### src/rtl/vga_scanout.sv
// VGA 640x480@60 timing and framebuffer scanout: 2x2 pixel scaling, 2-strobe pipeline, 16-entry palette.
// Define PALETTE_WR_EN to make the palette writable through pal_we/pal_idx/pal_rgb.
module vga_scanout #(
   parameter int FB_WIDTH  = 320,
   parameter int FB_HEIGHT = 240,
   parameter int H_FP      = 16,
   parameter int H_SYNC    = 96,
   parameter int H_BP      = 48,
   parameter int V_FP      = 10,
   parameter int V_SYNC    = 2,
   parameter int V_BP      = 33
) (
   input  logic        clock,
   input  logic        reset,
   input  logic        pix_stb,
   output logic [18:0] fb_addr,
   input  logic [3:0]  fb_data,
   output logic        vga_hsync,
   output logic        vga_vsync,
   output logic [3:0]  vga_r,
   output logic [3:0]  vga_g,
   output logic [3:0]  vga_b,
`ifdef PALETTE_WR_EN
   input  logic        pal_we,
   input  logic [3:0]  pal_idx,
   input  logic [11:0] pal_rgb,
`endif
   output logic        frame_start
);

   localparam int H_ACTIVE = 2 * FB_WIDTH;
   localparam int V_ACTIVE = 2 * FB_HEIGHT;
   localparam int H_TOTAL  = H_ACTIVE + H_FP + H_SYNC + H_BP;
   localparam int V_TOTAL  = V_ACTIVE + V_FP + V_SYNC + V_BP;
   localparam int HW       = $clog2(H_TOTAL);
   localparam int VW       = $clog2(V_TOTAL);

   localparam logic [HW-1:0] H_ONE        = HW'(1);
   localparam logic [HW-1:0] H_ACT_END    = HW'(H_ACTIVE);
   localparam logic [HW-1:0] H_SYNC_FIRST = HW'(H_ACTIVE + H_FP);
   localparam logic [HW-1:0] H_SYNC_LAST  = HW'(H_ACTIVE + H_FP + H_SYNC - 1);
   localparam logic [HW-1:0] H_LAST       = HW'(H_TOTAL - 1);
   localparam logic [VW-1:0] V_ONE        = VW'(1);
   localparam logic [VW-1:0] V_ACT_END    = VW'(V_ACTIVE);
   localparam logic [VW-1:0] V_SYNC_FIRST = VW'(V_ACTIVE + V_FP);
   localparam logic [VW-1:0] V_SYNC_LAST  = VW'(V_ACTIVE + V_FP + V_SYNC - 1);
   localparam logic [VW-1:0] V_LAST       = VW'(V_TOTAL - 1);
   localparam logic [VW-1:0] V_ROW_LAST   = VW'(V_ACTIVE - 1);
   localparam logic [18:0]   ROW_STEP     = 19'(FB_WIDTH);

   function automatic logic [11:0] default_rgb(input logic [3:0] idx);
      case (idx)
         4'h0:    default_rgb = 12'h000;
         4'h1:    default_rgb = 12'hFFF;
         4'h2:    default_rgb = 12'hF00;
         4'h3:    default_rgb = 12'h0F0;
         4'h4:    default_rgb = 12'h00F;
         4'h5:    default_rgb = 12'h4AF;
         4'h6:    default_rgb = 12'hFF0;
         4'h7:    default_rgb = 12'hF0F;
         4'h8:    default_rgb = 12'h0FF;
         4'h9:    default_rgb = 12'h888;
         4'hA:    default_rgb = 12'h444;
         4'hB:    default_rgb = 12'h2A2;
         4'hC:    default_rgb = 12'hF80;
         4'hD:    default_rgb = 12'h840;
         4'hE:    default_rgb = 12'hCCC;
         4'hF:    default_rgb = 12'h222;
         default: default_rgb = 12'h000;
      endcase
   endfunction

   logic [HW-1:0] h_cnt_q, h_cnt_d;
   logic [VW-1:0] v_cnt_q, v_cnt_d;
   logic [18:0]   row_base_q, row_base_d;
   logic [18:0]   fb_addr_q, addr_s;
   logic          active_s, hs_s, vs_s, line_end_s, frame_end_s;
   logic          act0_q, hs0_q, vs0_q;
   logic          act1_q, hs1_q, vs1_q;
   logic [3:0]    idx1_q;
   logic          hsync_q, vsync_q, frame_start_q;
   logic [11:0]   rgb_q, lookup_s;

   // Position decode: active window, sync windows and the read address for this position.
   always_comb begin
      active_s    = (h_cnt_q < H_ACT_END) && (v_cnt_q < V_ACT_END);
      hs_s        = ~((h_cnt_q >= H_SYNC_FIRST) && (h_cnt_q <= H_SYNC_LAST));
      vs_s        = ~((v_cnt_q >= V_SYNC_FIRST) && (v_cnt_q <= V_SYNC_LAST));
      line_end_s  = (h_cnt_q == H_LAST);
      frame_end_s = line_end_s && (v_cnt_q == V_LAST);
      if (active_s) begin
         addr_s = row_base_q + 19'(h_cnt_q[HW-1:1]);
      end else begin
         addr_s = 19'd0;
      end
   end

   // Counter and row-base next state; the row base steps once per pair of lines (2x vertical scaling).
   always_comb begin
      h_cnt_d    = h_cnt_q;
      v_cnt_d    = v_cnt_q;
      row_base_d = row_base_q;
      if (pix_stb) begin
         if (line_end_s) begin
            h_cnt_d = {HW{1'b0}};
            if (frame_end_s) begin
               v_cnt_d    = {VW{1'b0}};
               row_base_d = 19'd0;
            end else if (v_cnt_q[0] && (v_cnt_q < V_ROW_LAST)) begin
               v_cnt_d    = v_cnt_q + V_ONE;
               row_base_d = row_base_q + ROW_STEP;
            end else begin
               v_cnt_d    = v_cnt_q + V_ONE;
               row_base_d = row_base_q;
            end
         end else begin
            h_cnt_d = h_cnt_q + H_ONE;
         end
      end else begin
         h_cnt_d = h_cnt_q;
      end
   end

`ifdef PALETTE_WR_EN
   logic [11:0] pal_q [16];

   // Writable palette; reset reloads the default table and wins over a simultaneous write.
   always_ff @(posedge clock) begin
      if (reset) begin
         for (int i = 0; i < 16; i++) begin
            pal_q[i] <= default_rgb(4'(i));
         end
      end else if (pal_we) begin
         pal_q[pal_idx] <= pal_rgb;
      end
   end

   assign lookup_s = pal_q[idx1_q];
`else
   assign lookup_s = default_rgb(idx1_q);
`endif

   // Counters plus the three pipeline stages; everything but frame_start moves only on pix_stb.
   always_ff @(posedge clock) begin
      if (reset) begin
         h_cnt_q       <= {HW{1'b0}};
         v_cnt_q       <= {VW{1'b0}};
         row_base_q    <= 19'd0;
         fb_addr_q     <= 19'd0;
         act0_q        <= 1'b0;
         hs0_q         <= 1'b1;
         vs0_q         <= 1'b1;
         act1_q        <= 1'b0;
         hs1_q         <= 1'b1;
         vs1_q         <= 1'b1;
         idx1_q        <= 4'h0;
         hsync_q       <= 1'b1;
         vsync_q       <= 1'b1;
         rgb_q         <= 12'h000;
         frame_start_q <= 1'b0;
      end else begin
         h_cnt_q       <= h_cnt_d;
         v_cnt_q       <= v_cnt_d;
         row_base_q    <= row_base_d;
         frame_start_q <= pix_stb && frame_end_s;
         if (pix_stb) begin
            fb_addr_q <= addr_s;
            act0_q    <= active_s;
            hs0_q     <= hs_s;
            vs0_q     <= vs_s;
            // BRAM data for fb_addr_q has settled because strobes are at least two clocks apart.
            idx1_q    <= fb_data;
            act1_q    <= act0_q;
            hs1_q     <= hs0_q;
            vs1_q     <= vs0_q;
            hsync_q   <= hs1_q;
            vsync_q   <= vs1_q;
            rgb_q     <= act1_q ? lookup_s : 12'h000;
         end
      end
   end

   assign fb_addr     = fb_addr_q;
   assign vga_hsync   = hsync_q;
   assign vga_vsync   = vsync_q;
   assign vga_r       = rgb_q[11:8];
   assign vga_g       = rgb_q[7:4];
   assign vga_b       = rgb_q[3:0];
   assign frame_start = frame_start_q;

endmodule

### config.mk
export PLATFORM = sky130hd
export DESIGN_NAME = vga_scanout
export DESIGN_NICKNAME = d
export VERILOG_FILES = /design/src/rtl/vga_scanout.sv
export SDC_FILE = /design/constraint.sdc
export NUM_CORES = 1
export LEC_CHECK = 0
export BUFFER_PORTS_ARGS = -buffer_cell sky130_fd_sc_hd__buf_2
export CORE_ASPECT_RATIO = 1.5
export CORE_MARGIN = 5
export CORE_UTILIZATION = 44
export DETAILED_ROUTE_END_ITERATION = 12
export GPL_ROUTABILITY_DRIVEN = 0
export GPL_TIMING_DRIVEN = 0
export SYNTH_ARGS = -nofsm -noshare
export SYNTH_HDL_FRONTEND = slang
export SYNTH_SLANG_ARGS = --single-unit
### constraint.sdc
create_clock -name clock -period 3.68 [get_ports clock]
set_input_delay 0.184 -clock clock [delete_from_list [all_inputs] [get_ports clock]]
set_output_delay 0.184 -clock clock [all_outputs]
set_load 0.01 [all_outputs]
==> results.yml <==
sta:
  hold_viol_final: 0
  worst_slew_pin_slew_ns: 0.7344
  fmax_mhz: 417.9
  rsz0062_at_grt: "no"
  setup_viol: 0
  holdWs_ns: 0.1221
  setup_slack_ns: 1.287
  relSlewSlack_pct: 50.86
  period_share_pct: 65.02
  drv_slew: 0
  fin_tns_setup_ns: 0
  post-route-min-period_ns: 2.393
  clock_skew_ns: 0.006287
flow_run:
  maxCapViolCount: 0
detailed_routing:
  wirelength_um: 10020
  drc: 0
  drtPass1Iterations: 5
  ant_nets: 0
  drt_iter0_drc: 222
  vias: 3589
  routedWlPerCell_um: 15.38
  viasPerCell: 5.513
critical_path:
  path_cells: "mux2i_1, nor2_1, inv_1, ha_1, clkbuf_1, o21ai_0, a221oi_1"
  endpoint_kind: "register"
  critPathMaxStageDelay_ns: 0.58
  worst_path_max_delay_cell: "nor2_1"
  cp.required_ns: 3.92
  worstPathArrival_ns: 2.63
  path_max_fanout: 11
  startpoint_type: "register"
  worstSetupPathType: "register to register"
synth:
  synth-main-ff-cell: "dfxtp_1"
  synthTopCellsByArea: "dfxtp_1 (43%), nor2_1 (5.6%), ha_1 (4.5%)"
  avgSynthCellArea_um2: 8.627
  yosysSeqAreaShare_pct: 42.67
  ys_async_sr_fraction_pct: 0
  synth_area_um2: 4175
  yosysTopAreaCell: "dfxtp_1"
  yosys_warnings: 0
  netlist_instances: 484
  yosysUniqueCellTypes: 49
  synth_fp_nets: 506
  netlist.area_leader.share_pct: 42.67
  synth-seq-cells: 89
  synth-edff-count: 0
clock_tree:
  postCtsSetupRepairBufs: 0
  clk_pin_slew_ns: 0.06
  clock_path_buffers: 2
  cts-resized-gates: 0
  clkLatencyLatePin_ns: 0.34
  cts_max_level: 3
  clock-sinks: 89
  cts_hold_buffers: 0
  cts-root-buf: "clkbuf_16"
  cts_tree: "built"
  cts_made_buffers: 9
floorplan:
  fp.coreArea_um2: 9254
  start_util_pct: 45.12
  io_pins: 41
  rows: 43
  chipWidth_um: 89.54
  die_area_um2: 11580
  die_y_um: 129.3
global_route:
  grtUsageTotal_pct: 18.81
  antenna_found_initial: 0
  overflow: 0
  grt_pass1_wl_um: 17110
  grt_pass1_vias: 3535
  grt_max_degree: 15
pwr:
  clkPwrFrac_pct: 46.0
  pwr-share-comb_pct: 6.2
  switching_power_uw: 464.0
  internal_power_uw: 1641
  leakagePower_uw: 0.001918
  cellPowerDensity_nw_per_um2: 435.3
  swShare_pct: 22.04
  seqPwrFrac_pct: 47.8
  ir_drop_uv: 308.9
place:
  placement.io_buffers: 39
  hpwlAfterDp_um: 7232
  place_ws_ns: 1.110
final_layout:
  antenna_cells: 0
  drive_above_1_share_pct: 15.03
  area_growth_pct: 15.85
  final_common_cell: "dfxtp_1"
  finalNetCount: 556
  mostFrequentLayoutCells: "dfxtp_1 (89), nor2_1 (62), buf_2 (50)"
worst_hold_path:
  worstHoldPathType: "input port to register"
run_status:
  outcome: "complete, no violations"
[Yosys cell counts (all sizes together), types with 9 or more instances]
cell type and number:
nand4 16, clkbuf 21, a21oi 27, dfxtp 89
o21ai 20, nor2 62, buf 13, or2 9
xnor2 16, nand3 13, xor2 17, nor3 9
ha 15, inv 19, a22oi 22, nand2 35
[final timing paths]
kind | start | endpoint | slack [ns] | cells past startpoint
hold / removal | fb_data[1] | idx1_q[1]$_SDFFE_PP0P_ | 0.12 | 3
hold reg to reg | fb_addr[16]$_SDFFE_PP0P_ | fb_addr[16]$_SDFFE_PP0P_ | 0.44 | 2
setup reg to reg | idx1_q[1]$_SDFFE_PP0P_ | lookup_s[9]$_DFF_P_ | 1.29 | 7
setup / recovery | idx1_q[1]$_SDFFE_PP0P_ | lookup_s[9]$_DFF_P_ | 1.29 | 7
[sequential cells by signal, indices dropped and copies added (netlist names)]
| register | cells |
|---|---|
| act0_q | 1 |
| act1_q | 1 |
| fb_addr | 19 |
| frame_start | 1 |
| h_cnt_q | 10 |
| hs0_q | 1 |
| hs1_q | 1 |
| idx1_q | 4 |
| lookup_s | 12 |
| rgb_q | 12 |
| row_base_q | 13 |
| v_cnt_q | 10 |
| vga_hsync | 1 |
| vga_vsync | 1 |
| vs0_q | 1 |
| vs1_q | 1 |
[final cells by class]
class / count / area [um^2]
fillers: 898 / 4417
multi-input cells: 342 / 2173
flip-flops and latches: 89 / 1782
clock buffers: 13 / 280.3
repair buffers: 39 / 195.2
plain buffers: 34 / 148.9
well taps: 112 / 140.1
inverters: 19 / 71.32
clock inverters: 3 / 46.29
[worst max-delay path: cells and delay by family, from the launching register on]
family                     cells  cell delay, ns
adders and majority gates      1            0.36
muxes                          1            0.08
DFF                            1            0.31
and+or+nand+nor                1            0.58
AOI/OAI and AO/OA              2            0.43
buffers and inverters          2            0.53
[power by group through the flow]
stage	clock, uW	sequential (uW)	combinational [uW]
2_1_floorplan	0	1030	91.7
3_3_place_gp	0	1030	130
3_5_place_dp	0	1030	131
4_1_cts	991	1010	132
5_1_grt	1040	1010	148
6_report	969	1010	130
[per-layer routing]
| layer | routed length, um | up-vias | track usage (%) |
|---|---|---|---|
| met5 | 0 | - | 0 |
| met1 | 4204 | 1706 | 21.78 |
| met3 | 378 | 16 | 4.389 |
| met2 | 5199 | 67 | 32.61 |
| met4 | 232 | 0 | 7.888 |
| li1 | - | 1800 | - |
[cell families after synthesis]
family	share of synthesized area, %
AND/OR/NAND/NOR	21.94
AO/OA/AOI/OAI	16.93
flip-flops	42.67
buffers and inverters	5.274
XOR/XNOR	6.922
adder cells (fa/ha/maj)	4.495
multiplexers	1.678
other	0.08981
[through the flow]
stage                     utilization, %  cell area (um^2)  total power, uW  instances
after global routing               52.27              4837             2197        651
after CTS                          52.27              4837             2129        651
after global placement             48.74              4511             1157        635
after detailed placement           48.74              4511             1159        635
final                              52.27              4837             2106        651
after floorplan                        -              4175             1118        484
Note: power is estimated with default switching activity, not from simulation.
